**config.mk**
```make
export PLATFORM = sky130hd
export DESIGN_NAME = axi_slave
export DESIGN_NICKNAME = d
export VERILOG_FILES = /design/src/rtl/axi_slave.sv
export SDC_FILE = /design/constraint.sdc
export NUM_CORES = 1
export LEC_CHECK = 0
export CORE_MARGIN = 3
export CORE_UTILIZATION = 53
export DETAILED_ROUTE_END_ITERATION = 8
export HOLD_SLACK_MARGIN = 0.08
export PLACE_DENSITY_LB_ADDON = 0.15
export SYNTH_ARGS = -nofsm -noshare
export SYNTH_HDL_FRONTEND = slang
export SYNTH_SLANG_ARGS = --single-unit
```
**constraint.sdc**
```tcl
create_clock -name clk_i -period 2.65 [get_ports clk_i]
set_clock_uncertainty 0.2 [all_clocks]
set_input_delay 0.795 -clock clk_i [delete_from_list [all_inputs] [get_ports clk_i]]
set_output_delay 0.795 -clock clk_i [all_outputs]
set_load 0.005 [all_outputs]
```
**src/rtl/axi_slave.sv**
```systemverilog
// Receive side of the 32-bit valid/ready message link. Words land in a circular FIFO and are handed to the core through an enable/done port.
// Optional macro AXI_SLAVE_STATS_EN builds the 16-bit accepted-word counter on rx_cnt_o; when it is undefined, rx_cnt_o is tied to zero.
module axi_slave #(
  parameter int DATA_W = 32,
  parameter int ADDR_W = 2
) (
  input  logic              clk_i,
  input  logic              reset_i,
  input  logic              valid_i,
  input  logic [DATA_W-1:0] message_i,
  output logic              ready_o,
  input  logic              enable_i,
  output logic [DATA_W-1:0] message_o,
  output logic              done_o,
  output logic [ADDR_W:0]   level_o,
  output logic [15:0]       rx_cnt_o
);

  localparam int DEPTH = 1 << ADDR_W;
  localparam logic [ADDR_W:0] LVL_FULL = (ADDR_W+1)'(DEPTH);

  logic [DATA_W-1:0] r_mem [DEPTH];
  logic [ADDR_W-1:0] r_wr_ptr;
  logic [ADDR_W-1:0] r_rd_ptr;
  logic [ADDR_W:0]   r_level;
  logic              w_push;
  logic              w_pop;
  logic              w_not_empty;

  // Both handshakes are decoded from the registered level only, so neither valid_i nor enable_i feeds ready_o.
  assign w_not_empty = (r_level != '0);
  assign ready_o     = (r_level != LVL_FULL);
  assign done_o      = enable_i && w_not_empty;
  assign w_push      = valid_i && ready_o;
  assign w_pop       = done_o;
  assign message_o   = w_not_empty ? r_mem[r_rd_ptr] : '0;
  assign level_o     = r_level;

  // Storage is deliberately left out of reset; the pointers and level alone define which entries are valid.
  always_ff @(posedge clk_i) begin
    if (w_push) begin
      r_mem[r_wr_ptr] <= message_i;
    end
  end

  always_ff @(posedge clk_i or posedge reset_i) begin
    if (reset_i) begin
      r_wr_ptr <= '0;
      r_rd_ptr <= '0;
      r_level  <= '0;
    end else begin
      if (w_push) begin
        r_wr_ptr <= r_wr_ptr + ADDR_W'(1);
      end
      if (w_pop) begin
        r_rd_ptr <= r_rd_ptr + ADDR_W'(1);
      end
      case ({w_push, w_pop})
        2'b10:   r_level <= r_level + (ADDR_W+1)'(1);
        2'b01:   r_level <= r_level - (ADDR_W+1)'(1);
        default: r_level <= r_level;
      endcase
    end
  end

`ifdef AXI_SLAVE_STATS_EN
  logic [15:0] r_rx_cnt;

  always_ff @(posedge clk_i or posedge reset_i) begin
    if (reset_i) begin
      r_rx_cnt <= '0;
    end else if (w_push) begin
      r_rx_cnt <= r_rx_cnt + 16'd1;
    end
  end

  assign rx_cnt_o = r_rx_cnt;
`else
  assign rx_cnt_o = '0;
`endif

endmodule

```
Yosys cells after proc, flatten, opt, wreduce, memory -nomap -nowiden
Memory sizes are Yosys's and may differ from the RTL's.
Cells that the tools add are included.

operators by class
  equality and inequality tests = 3
  add/subtract/negate cells = 4
  magnitude comparators = 0
  mux-type cells = 4
  reductions and logical operators = 4
  bitwise logic cells = 0
  div/mod/pow operators = 0
  multiply operators = 0
  shift-type cells = 0

operators with widths
  cell                                                 count
  2-to-1 mux 32 bit                                    1
  one-hot mux 3 bit (2 select lines)                   1
  adder 2 x 1 -> 2 bit, second input constant          2
  adder 3 x 1 -> 3 bit, second input constant          1
  inequality test 3 bit, second input constant         1
  nonzero test 3 bit                                   1
  subtractor 3 x 1 -> 3 bit, second input constant     1
  equality test 2 x 1 -> 1 bit, second input constant  1
  equality test 2 bit, second input constant           1
  logical AND 1 bit                                    2
  2-to-1 mux 1 bit                                     2
  nonzero test 2 bit                                   1

word-level totals
  logic and storage cells = 19
  memories = 1
  flip-flop bits (word level) = 7
  bits in latches = 0
  bits in writable memories = 128
  bits of input ports = 36
  bits in read-only memories = 0

memories
  memory  depth  width  rd ports  clocked after memory_dff  wr ports  line  source
  r_mem   4      32     1         0                         1         22    logic [DATA_W-1:0] r_mem [DEPTH];

Longest topological paths before layout
Gate-level depths: netlist (run 1).

  depth in word-level cells = 4
  mapped depth = 9
  mapped depth without buffers = 9

Least setup slack after synthesis (run 1)
Ideal clock, no wire load.

  path kind = input port to flip-flop
  start point = in enable_i
  end point = reg r_level[2], in the netlist level_o[2]
  setup slack = 0.322 ns
  arrival time = 2.048 ns
  path buffers = 0
  required time = 2.371 ns
  stages on the path = 7
  path through = nor2b_1 -> ha_1 -> inv_1 -> fa_1 -> xor2_1 -> nor2_1 -> xor2_1

on the way
  longest elaborated chain between the ends = 3

RTL lines
  what                                                                      line  source
  from (decl)                                                               12    input logic enable_i,
  logical AND 1 bit (*)                                                     33    assign done_o = enable_i && w_not_empty;
  equality test 2 x 1 -> 1 bit or equality test 2 bit (tied branches)       58    case ({w_push, w_pop})
  one-hot mux 3 bit (2 select lines) or nonzero test 2 bit (tied branches)  -
  to (signal assigned)                                                      59    2'b10: r_level <= r_level + (ADDR_W+1)'(1);
  to (signal assigned)                                                      60    2'b01: r_level <= r_level - (ADDR_W+1)'(1);
  to (signal assigned)                                                      61    default: r_level <= r_level;
  to (decl)                                                                 25    logic [ADDR_W:0] r_level;

Every way passes the cells marked *; elsewhere a longest branch is shown, timed or not.
A chain may end at the register's enable or synchronous reset.

Worst setup path after layout (run 1)
  start point = reg r_rd_ptr[0]
  end point = out message_o[14]

on the way
  longest elaborated chain between the ends = 2

RTL lines
  what                      line  source
  from (decl)               24    logic [ADDR_W-1:0] r_rd_ptr;
  from (signal assigned)    56    r_rd_ptr <= r_rd_ptr + ADDR_W'(1);
  memory read (4 x 32 bit)  -
  2-to-1 mux 32 bit         36    assign message_o = w_not_empty ? r_mem[r_rd_ptr] : '0;
  to (decl)                 13    output logic [DATA_W-1:0] message_o,

No other way between the ends.

==> reports/metrics.json, run 1 <==
{
  "run_status": "finished with violations",
  "failing_checks": "negative setup slack",
  "wl_um": 10500,
  "tcrit_tclk_final_pct": 114,
  "cts.sinks": 135,
  "first_global_vias": 3004,
  "filler_cell_count": 609,
  "cells_taking_the_most_area_after_synthesis": "edfxtp_1 71%, mux4_2 13%, nor2b_1 3.8%",
  "vdd_ir_drop_max_mv": 0.612,
  "report.final.setup_viol": 32,
  "gr-usage-all-layers_pct": 20.5,
  "maximum_capacitance_violations": 0,
  "hp-class": "input port to asynchronous set/reset pin",
  "dieArea_mm2": 0.0114,
  "critical_path.endpoint_type": "output pin",
  "leakage_nw": 2.73,
  "die_width_um": 107,
  "globalRoute.totalOverflow": 0,
  "routed_via_density": 5.11,
  "drt_iter0_markers": 162,
  "antenna_violations_before_repair": 0,
  "seq_area_frac_synth_pct": 74.4,
  "row_count": 36,
  "route.antenna.remaining_nets": 0,
  "timing.hold.ws_ns": 0.322,
  "synth_cell_types": 22,
  "avgRoutedWirePerCell_um": 19.6,
  "setup.worst_path.class": "flop to output pin",
  "drc": 0,
  "ctsRootBufferMaster": "clkbuf_8",
  "post_synth.cell_area_avg_um2": 20.8,
  "final-instance-count-excl-fill": 532,
  "hold_viol_final": 0,
  "worst_setup_hold_path_clk_slew_ns": 0.06,
  "period_needed_ns": 3.02,
  "postSynthCellCount": 259,
  "ioPinCount": 89,
  "maxSlewViolCount": 0,
  "core-area_mm2": 0.00982,
  "cts_tree": "yes",
  "port_buffer_count": 72,
  "required_ns": 1.66,
  "placedInstanceArea_mm2": 0.00646,
  "num_vias": 2720,
  "path_max_fanout": 5,
  "yosys_warnings": 0,
  "grt_max_degree": 19,
  "clock_insertion_delay_at_the_later_pin_of_the_skew_report_ns": 0.51,
  "placer_congestion_estimate": 0.695,
  "initial_core_util_pct": 55.0,
  "antenna_cells": 0,
  "synth.largest_area_cell": "edfxtp_1",
  "netlist.area_leader.share_pct": 71.2,
  "firstDrtPassIters": 4,
  "hpwlAfterDp_um": 5910,
  "design_area_mm2": 0.00734,
  "timing.fmax_mhz": 331,
  "setup_repair_after_global_routing_missed_its_margin": "true",
  "cellPowerDensity_mw_per_mm2": 1160,
  "cts-buffers-inserted": 17,
  "synth-seq-cells": 135,
  "worstPathArrival_ns": 2.03,
  "fin_nets": 428,
  "synth.cell_area_mm2": 0.00540,
  "y_dimension_of_the_die_um": 107,
  "setup.worst_path.start_class": "flop",
  "setup_slack_ns": -0.374,
  "layout-area-overhead-vs-synth_pct": 36.0,
  "grt_first_pass_wirelength_um": 16700,
  "clock_path_buffers": 2,
  "post-place-cells": 471,
  "post_route_cells_drive_above_1_share_pct": 43.6,
  "htree_num_levels": 4
}
-- worst paths after layout --
path	startpoint	to	slack [ns]	cells past startpoint
setup / recovery	r_rd_ptr[0]	message_o[14]	-0.37	6
hold / removal	reset_i	r_wr_ptr[0]	0.32	2
setup reg to reg	level_o[1]	level_o[2]	0.11	11
hold reg to reg	level_o[2]	level_o[2]	0.36	1
max in group asynchronous	reset_i	r_rd_ptr[1]	1.69	2
min in group clk_i	level_o[2]	level_o[2]	0.36	1
-- Yosys cell counts --
cell type and count:
dfrtp_1 7, xnor2_1 2, nor2b_1 33, and3_2 4, nor3_2 1, mux4_2 32, buf_6 3, mux2i_1 1
xor2_1 4, fa_1 1, inv_1 7, nor2_1 2, and2_4 1, clkbuf_1 4, buf_2 3, buf_4 17
mux2_4 1, edfxtp_1 128, conb_1 1, or3b_4 1, nand2_1 1, ha_1 5
-- through the flow --
step	TNS [ns]	worst slack [ns]	utilization (%)	total power, W
finish	-10.55	-0.374	74.8	0.00853
global placement	-1.56	-0.292	65.8	0.00600
CTS	-13.66	-0.509	74.7	0.00861
floorplan	0	0.322	-	0.00451
detailed placement	-1.71	-0.299	65.8	0.00605
global route	-13.00	-0.438	74.8	0.00901
-- power breakdown --
part	switching, W	internal [W]	leakage, nW	total (W)
clock	0.000835	0.00114	0.237	0.00197
combinational	0.00142	0.00215	1.24	0.00357
sequential	0.000149	0.00283	1.25	0.00298
total	0.00240	0.00612	2.73	0.00853
-- timing repair --
action,4_1_cts,5_1_grt
hold buffers,0,0
gates cloned,3,0
gates resized for setup,182,17
setup buffers,26,4
endpoints found under the setup margin,34,34
endpoints found under the hold margin,0,0
pin swaps,2,2
-- layout make-up --
| cell class | instances | area, um^2 | area share (%) |
|---|---|---|---|
| clock buffer | 19 | 422 | 5.74 |
| clock inverter | 13 | 82.6 | 1.12 |
| inverter | 7 | 26.3 | 0.358 |
| multi-input combinational | 105 | 1390 | 18.9 |
| sequential | 135 | 4020 | 54.8 |
| tap | 133 | 166 | 2.27 |
| timing repair buffer | 120 | 1230 | 16.8 |
-- layout by cell type (no fill, tap or decap), types with 4 or more instances in the layout --
master           Yosys  routed
nor2b_1             33      12
buf_6                3      10
mux4_2              32      32
inv_1                7       7
conb_1               1      16
clkinvlp_4           0       4
dfrtp_1              7       5
clkdlybuf4s50_1      0      37
xor2_1               4       4
edfxtp_1           128     128
ha_1                 5       4
and3_2               4       4
buf_4               17      16
buf_12               0      20
nor2b_4              0      21
buf_2                3      32
clkbuf_16            0      16
-- critical path, stage by stage (launching register included) --
cell and delay [ns]:
dfrtp_2 0.43, buf_4 0.15, buf_12 0.12, buf_12 0.13, mux4_2 0.43, nor2b_4 0.14, buf_2 0.12
-- cell families (layout without fill, tap and decap cells) --
family / after synthesis / count (layout) / synth area share (%)
mux: 34 / 34 / 13.8
fa+ha+maj: 6 / 6 / 1.53
buf+inv: 34 / 159 / 4.03
other cells: 1 / 16 / 0.0695
simple gates: 43 / 43 / 5.14
flops: 135 / 135 / 74.4
xor+xnor: 6 / 6 / 0.973
-- flip-flops by register name, indices dropped and copies added, names as in the netlist --
register	cells
level_o	3
r_rd_ptr	2
r_wr_ptr	2
r_mem	128
-- layer usage --
metal / global-route usage [%] / vias to the layer above / part of all wire [%]
li1: - / 1236 / -
met1: 26.0 / 1383 / 40
met2: 34.1 / 87 / 54
met3: 5.90 / 14 / 5.4
met4: 7.49 / 0 / 1.4
met5: 0 / - / 0
Power figures use the tool's default switching activity.
==> run 2, diff against run 1 <==
Settings changed: CORE_MARGIN 3 to not set.
==> reports/metrics.json, run 2 (same netlist as run 1, synthesis figures left out) <==
{
  "reg2reg_to": "level_o[2]",
  "design_area": {"value": 0.00731, "unit": "mm^2", "change": "-0.39%"},
  "antenna_violations_before_repair": {"value": 0, "change": "unchanged"},
  "fin_tns_setup": {"value": -11.80, "unit": "ns", "change": "-1.25 ns"},
  "placer_congestion_estimate": {"value": 0.744, "change": "+6.9%"},
  "row_count": {"value": 36, "change": "unchanged"},
  "layout-area-overhead-vs-synth_pct": 35.4,
  "grt_max_degree": {"value": 19, "change": "unchanged"},
  "path_max_fanout": {"value": 6, "change": "+1"},
  "clock_path_buffers": {"value": 2, "change": "unchanged"},
  "routed_via_density": {"value": 5.22, "change": "+2.1%"},
  "filler_cell_count": {"value": 585, "change": "-3.9%"},
  "report.final.setup_viol": {"value": 35, "change": "+9.4%"},
  "fin_nets": {"value": 430, "change": "+0.47%"},
  "power.switching": {"value": 0.00234, "unit": "W", "change": "-2.7%"},
  "placedInstanceArea": {"value": 0.00643, "unit": "mm^2", "change": "-0.54%"},
  "initial_core_util": {"value": 55.0, "unit": "%", "change": "unchanged"},
  "power.switching_fraction": {"value": 27.3, "unit": "%", "change": "-0.86 points"},
  "worstPathBufferInverterCount": {"value": 5, "change": "+1"},
  "hp-class": "input port to asynchronous set/reset pin",
  "setup.worst_path.start_class": "flop",
  "failing_checks": "negative setup slack",
  "dieArea": {"value": 0.0106, "unit": "mm^2", "change": "-7.3%"},
  "rr_startpoint": "level_o[0]",
  "ctsRootBufferMaster": "clkbuf_8",
  "avgRoutedWirePerCell": {"value": 19.1, "unit": "um", "change": "-2.5%"},
  "post-place-cells": {"value": 473, "change": "+0.42%"},
  "cts_hold_repair.buffers": {"value": 0, "change": "unchanged"},
  "timing.hold.ws": {"value": 0.329, "unit": "ns", "change": "+0.00650 ns"},
  "cpMaxStageDelayCell": "mux4_2",
  "endpoint": "message_o[21]",
  "period_needed": {"value": 3.22, "unit": "ns", "change": "+0.200 ns"},
  "core-area": {"value": 0.00982, "unit": "mm^2", "change": "unchanged"},
  "gr-usage-all-layers": {"value": 20.6, "unit": "%", "change": "+0.061 points"},
  "wl": {"value": 10200, "unit": "um", "change": "-2.2%"},
  "crit_family": "buffers and inverters",
  "cellPowerDensity": {"value": 1170, "unit": "mW/mm^2", "change": "+0.79%"},
  "worst_setup_hold_path_clk_slew": {"value": 0.06, "unit": "ns", "change": "about the same"},
  "setup_repair_after_global_routing_missed_its_margin": "true",
  "combPwrFrac": {"value": 40.2, "unit": "%", "change": "-1.7 points"},
  "r2r_setup_slack": {"value": 0, "unit": "ns", "change": "-0.11 ns"},
  "internal-power": {"value": 0.00622, "unit": "W", "change": "+1.6%"},
  "rr_worst_depth": {"value": 13, "change": "+2"},
  "hpwlAfterDp": {"value": 5790, "unit": "um", "change": "-2.1%"},
  "largest_register_ffs": {"value": 128, "change": "unchanged"},
  "seqPwrFrac": {"value": 35.0, "unit": "%", "change": "about the same"},
  "clkPwrFrac": {"value": 24.8, "unit": "%", "change": "+1.7 points"},
  "num_vias": {"value": 2788, "change": "+2.5%"},
  "final-instance-count-excl-fill": {"value": 534, "change": "+0.38%"},
  "vdd_ir_drop_max": {"value": 0.634, "unit": "mV", "change": "+3.7%"},
  "critical-path-top-cell-by-count": "buf_12",
  "post_route_cells_drive_above_1_share": {"value": 40.4, "unit": "%", "change": "-3.2 points"},
  "setup_slack": {"value": -0.574, "unit": "ns", "change": "-0.200 ns"},
  "ioPinCount": {"value": 89, "change": "unchanged"},
  "antenna_cells": {"value": 0, "change": "unchanged"},
  "maxSlewViolCount": {"value": 0, "change": "unchanged"},
  "mostFrequentLayoutCell": "edfxtp_1",
  "cp_cell_sequence": "buf_12 > buf_12 > buf_12 > buf_12 > mux4_2 > nor2b_4 > buf_2",
  "maximum_capacitance_violations": {"value": 0, "change": "unchanged"},
  "place_worst_setup_slack": {"value": -0.290, "unit": "ns", "change": "+0.00925 ns"},
  "grt_first_pass_wirelength": {"value": 15000, "unit": "um", "change": "-11%"},
  "leakage": {"value": 2.74, "unit": "nW", "change": "+0.17%"},
  "drc": {"value": 0, "change": "unchanged"},
  "critical_path.endpoint_type": "output pin",
  "setup.worst_path.class": "flop to output pin",
  "top_register": "r_mem",
  "globalRoute.totalOverflow": {"value": 0, "change": "unchanged"},
  "drt_iter0_markers": {"value": 115, "change": "-29%"},
  "cts-buffers-inserted": {"value": 17, "change": "unchanged"},
  "path_depth": {"value": 7, "change": "+1"},
  "route.antenna.remaining_nets": {"value": 0, "change": "unchanged"},
  "hold_viol_final": {"value": 0, "change": "unchanged"},
  "firstDrtPassIters": {"value": 4, "change": "unchanged"},
  "run_status": "finished with violations",
  "die_width": {"value": 103, "unit": "um", "change": "-3.7%"},
  "cts_tree": "yes",
  "clock_insertion_delay_at_the_later_pin_of_the_skew_report": {"value": 0.51, "unit": "ns", "change": "about the same"},
  "slowest_delay": {"value": 0.46, "unit": "ns", "change": "+0.03 ns"},
  "tcrit_tclk_final": {"value": 122, "unit": "%", "change": "+7.6 points"},
  "required": {"value": 1.66, "unit": "ns", "change": "about the same"},
  "y_dimension_of_the_die": {"value": 103, "unit": "um", "change": "-3.7%"},
  "critical_path.startpoint": "r_rd_ptr[0]",
  "cts.sinks": {"value": 135, "change": "unchanged"},
  "timing.fmax": {"value": 310, "unit": "MHz", "change": "-6.2%"},
  "htree_num_levels": {"value": 4, "change": "unchanged"},
  "port_buffer_count": {"value": 72, "change": "unchanged"},
  "most-common-layout-cells": "128 x edfxtp_1, 37 x clkdlybuf4s50_1, 32 x mux4_2, 22 x nor2b_1, 19 x buf_4",
  "worstPathArrival": {"value": 2.23, "unit": "ns", "change": "+0.20 ns"},
  "first_global_vias": {"value": 2753, "change": "-8.4%"}
}
## run 2: changes by cell type in the layout (fill, tap and decap cells not counted), moves of 2 or more
cell,delta
buf_2,-20
clkbuf_2,+14
nor2b_1,+10
nor2b_4,-10
buf_6,+6
buf_12,-5
dlymetal6s2s_1,+4
buf_4,+3
bufinv_16,+2
clkinvlp_4,-2
inv_1,-2
inv_2,+2
inv_6,-2
## run 2: repair_timing
action	4_1_cts	5_1_grt
endpoints found under the setup margin	34	36
gates resized for setup	106	51
buffers inserted	11	18
gates cloned	1	0
pin swaps	1	0
## run 2: worst min path at each step
stage                      from     endpoint  slack (ns)  depth (start not counted)
floorplan            level_o[2]   level_o[2]        0.31                          1
global placement    r_wr_ptr[1]  r_wr_ptr[1]        0.37                          1
detailed placement   level_o[2]   level_o[2]        0.37                          1
CTS                     reset_i  r_wr_ptr[0]        0.33                          2
global route            reset_i   level_o[0]        0.35                          2
finish                  reset_i  r_wr_ptr[0]        0.33                          2
## run 2: metrics by stage
stage | power [W] | utilization [%]
detailed placement | 0.00601 | 65.5
global placement | 0.00597 | 65.5
finish | 0.00856 | 74.5
floorplan | 0.00451 | -
global route | 0.00897 | 74.5
CTS | 0.00832 | 72.7
## run 2: area by class of cell
type	instances	area [um^2]	share of cell area [%]
clock buffers	20	425	5.82
clock inverters	12	110	1.51
well taps	133	166	2.28
multi-input cells	105	1320	18.1
repair buffers	122	1240	16.9
inverters	7	26.3	0.359
flip-flops and latches	135	4020	55.0
## run 2: layer usage
metal	GRT usage (%)	vias to the layer above	routed length, um
met5	0	-	0
met1	26.2	1423	4180
met2	33.6	103	5230
met4	8.88	0	268
li1	-	1242	-
met3	5.63	20	546
## run 2: power groups by stage
stage | clock, W | sequential [W] | combinational [W]
5_1_grt | 0.00224 | 0.00303 | 0.00371
3_3_place_gp | 0 | 0.00301 | 0.00296
3_5_place_dp | 0 | 0.00303 | 0.00298
4_1_cts | 0.00214 | 0.00299 | 0.00318
6_report | 0.00212 | 0.00300 | 0.00344
2_1_floorplan | 0 | 0.00296 | 0.00155
==> run 3, diff against run 2 <==
Settings changed: ABC_CLOCK_PERIOD_IN_PS set to 2650, CTS_CLUSTER_SIZE set to 30, GPL_TIMING_DRIVEN set to 0.
==> reports/metrics.json, run 3 (same netlist as run 1, synthesis figures left out) <==
{
  "setup.worst_path.start_class": "flop",
  "clock_path_buffers": {"value": 2, "change": "unchanged"},
  "critical_path.endpoint_type": "output pin",
  "slowest_delay": {"value": 0.49, "unit": "ns", "change": "+0.03 ns"},
  "place_worst_setup_slack": {"value": -0.497, "unit": "ns", "change": "-0.207 ns"},
  "clock_insertion_delay_at_the_later_pin_of_the_skew_report": {"value": 0.51, "unit": "ns", "change": "about the same"},
  "avgRoutedWirePerCell": {"value": 18.2, "unit": "um", "change": "-5.0%"},
  "drt_iter0_markers": {"value": 115, "change": "unchanged"},
  "first_global_vias": {"value": 2661, "change": "-3.3%"},
  "antenna_violations_before_repair": {"value": 0, "change": "unchanged"},
  "row_count": {"value": 36, "change": "unchanged"},
  "r2r_setup_slack": {"value": 0.10, "unit": "ns", "change": "+0.10 ns"},
  "mostFrequentLayoutCell": "edfxtp_1",
  "hpwlAfterDp": {"value": 5190, "unit": "um", "change": "-10%"},
  "grt_max_degree": {"value": 33, "change": "+14"},
  "htree_num_levels": {"value": 4, "change": "unchanged"},
  "routed_via_density": {"value": 5.10, "change": "-2.3%"},
  "hold_viol_final": {"value": 0, "change": "unchanged"},
  "core-area": {"value": 0.00982, "unit": "mm^2", "change": "unchanged"},
  "gr-usage-all-layers": {"value": 19.6, "unit": "%", "change": "-1.0 points"},
  "cts-buffers-inserted": {"value": 17, "change": "unchanged"},
  "cellPowerDensity": {"value": 1130, "unit": "mW/mm^2", "change": "-3.2%"},
  "setup_slack": {"value": -0.354, "unit": "ns", "change": "+0.220 ns"},
  "globalRoute.totalOverflow": {"value": 0, "change": "unchanged"},
  "run_status": "finished with violations",
  "y_dimension_of_the_die": {"value": 103, "unit": "um", "change": "unchanged"},
  "vdd_ir_drop_max": {"value": 0.590, "unit": "mV", "change": "-7.0%"},
  "max-slew-margin-rel_pct": 40.3,
  "report.final.setup_viol": {"value": 32, "change": "-8.6%"},
  "die_width": {"value": 103, "unit": "um", "change": "unchanged"},
  "antenna_cells": {"value": 0, "change": "unchanged"},
  "path_max_fanout": {"value": 8, "change": "+2"},
  "dieArea": {"value": 0.0106, "unit": "mm^2", "change": "unchanged"},
  "ctsRootBufferMaster": "clkbuf_8",
  "placer_congestion_estimate": {"value": 0.662, "change": "-11%"},
  "maximum_capacitance_violations": {"value": 0, "change": "unchanged"},
  "least_margin_pin_slew_ns": 0.896,
  "timing.hold.ws": {"value": 0.321, "unit": "ns", "change": "-0.00746 ns"},
  "initial_core_util": {"value": 55.0, "unit": "%", "change": "unchanged"},
  "layout-area-overhead-vs-synth_pct": 30.8,
  "ioPinCount": {"value": 89, "change": "unchanged"},
  "cp_cell_sequence": "buf_12 > buf_8 > buf_12 > mux4_2 > nor2b_4 > buf_2",
  "fin_nets": {"value": 426, "change": "-0.93%"},
  "period_needed": {"value": 3.00, "unit": "ns", "change": "-0.220 ns"},
  "top_register": "r_mem",
  "maxSlewViolCount": {"value": 0, "change": "unchanged"},
  "most-common-layout-cells": "128 x edfxtp_1, 37 x clkdlybuf4s50_1, 33 x buf_4, 32 x mux4_2, 25 x buf_2",
  "required": {"value": 1.66, "unit": "ns", "change": "about the same"},
  "num_vias": {"value": 2697, "change": "-3.3%"},
  "post_route_cells_drive_above_1_share": {"value": 41.4, "unit": "%", "change": "+1.0 points"},
  "cpMaxStageDelayCell": "mux4_2",
  "drc": {"value": 0, "change": "unchanged"},
  "final-instance-count-excl-fill": {"value": 529, "change": "-0.94%"},
  "fin_tns_setup": {"value": -9.92, "unit": "ns", "change": "+1.88 ns"},
  "leakage": {"value": 2.65, "unit": "nW", "change": "-3.4%"},
  "setup_repair_after_global_routing_missed_its_margin": "true",
  "tcrit_tclk_final": {"value": 113, "unit": "%", "change": "-8.3 points"},
  "cts_tree": "yes",
  "timing.fmax": {"value": 333, "unit": "MHz", "change": "+7.3%"},
  "post-place-cells": {"value": 479, "change": "+1.3%"},
  "critical-path-top-cell-by-count": "buf_12",
  "hp-class": "input port to asynchronous set/reset pin",
  "largest_register_ffs": {"value": 128, "change": "unchanged"},
  "failing_checks": "negative setup slack",
  "worst_setup_hold_path_clk_slew": {"value": 0.06, "unit": "ns", "change": "about the same"},
  "setup.worst_path.class": "flop to output pin",
  "wl": {"value": 9620, "unit": "um", "change": "-5.9%"},
  "port_buffer_count": {"value": 72, "change": "unchanged"},
  "firstDrtPassIters": {"value": 4, "change": "unchanged"},
  "route.antenna.remaining_nets": {"value": 0, "change": "unchanged"},
  "cts.sinks": {"value": 135, "change": "unchanged"},
  "grt_first_pass_wirelength": {"value": 14300, "unit": "um", "change": "-4.6%"},
  "cts_hold_repair.buffers": {"value": 0, "change": "unchanged"},
  "worstPathArrival": {"value": 2.01, "unit": "ns", "change": "-0.22 ns"}
}
run 3: cell types whose count changed in the layout (fill, tap and decap cells not counted), sizes merged:
cell / before / now
buf: 64 / 70
clkbuf: 35 / 29
dlymetal6s2s: 4 / 1
bufinv: 2 / 1
clkinv: 8 / 7
clkinvlp: 2 / 3
dlygate4sd2: 2 / 1
run 3: layer usage:
| layer | global-route usage [%] | routed length (um) |
|---|---|---|
| met1 | 26.0 | 4160 |
| met2 | 30.9 | 4860 |
| met3 | 6.10 | 496 |
| met4 | 6.93 | 105 |
| met5 | 0 | 0 |
run 3: final cells by class:
type | instances | area [um^2]
inverter | 7 | 26.3
multi-input combinational | 105 | 1340
clock inverter | 11 | 85.1
sequential | 135 | 4020
timing repair buffer | 95 | 813
fill | 650 | 2760
buffer | 23 | 183
clock buffer | 20 | 425
tap | 133 | 166
run 3: critical path, delay by kind of cell (launching register included):
family / cells / cell delay, ns
muxes: 1 / 0.49
and+or+nand+nor: 1 / 0.14
buffers and inverters: 4 / 0.49
DFF: 1 / 0.37
run 3: stage by stage:
stage | instance area, um^2 | utilization (%) | power, W
after detailed placement | 6340 | 64.6 | 0.00577
after global routing | 7060 | 71.9 | 0.00841
final | 7060 | 71.9 | 0.00801
after floorplan | 5460 | - | 0.00451
after global placement | 6340 | 64.6 | 0.00574
after CTS | 7070 | 72.0 | 0.00811
run 3: path summary, 6_finish.rpt:
kind                             startpoint             to  cells after the start
worst max-delay path            r_rd_ptr[0]  message_o[14]                      6
worst min-delay path                reset_i    r_wr_ptr[0]                      2
worst max register to register   level_o[0]     level_o[2]                     10
worst min register to register   level_o[2]     level_o[2]                      1
max in group asynchronous           reset_i     level_o[0]                      2
min in group clk_i               level_o[2]     level_o[2]                      1
run 3: report_power, final:
| group | switching (W) | total (W) | internal, W |
|---|---|---|---|
| clock | 0.000804 | 0.00202 | 0.00122 |
| sequential | 0.000145 | 0.00299 | 0.00285 |
| combinational | 0.00128 | 0.00299 | 0.00171 |
run 3: timing repair:
action	4_1_cts	5_1_grt
resized for setup	165	25
setup endpoints to repair	34	34
cloned	3	0
endpoints found under the hold margin	0	0
pin swaps	1	2
buffers inserted	14	8
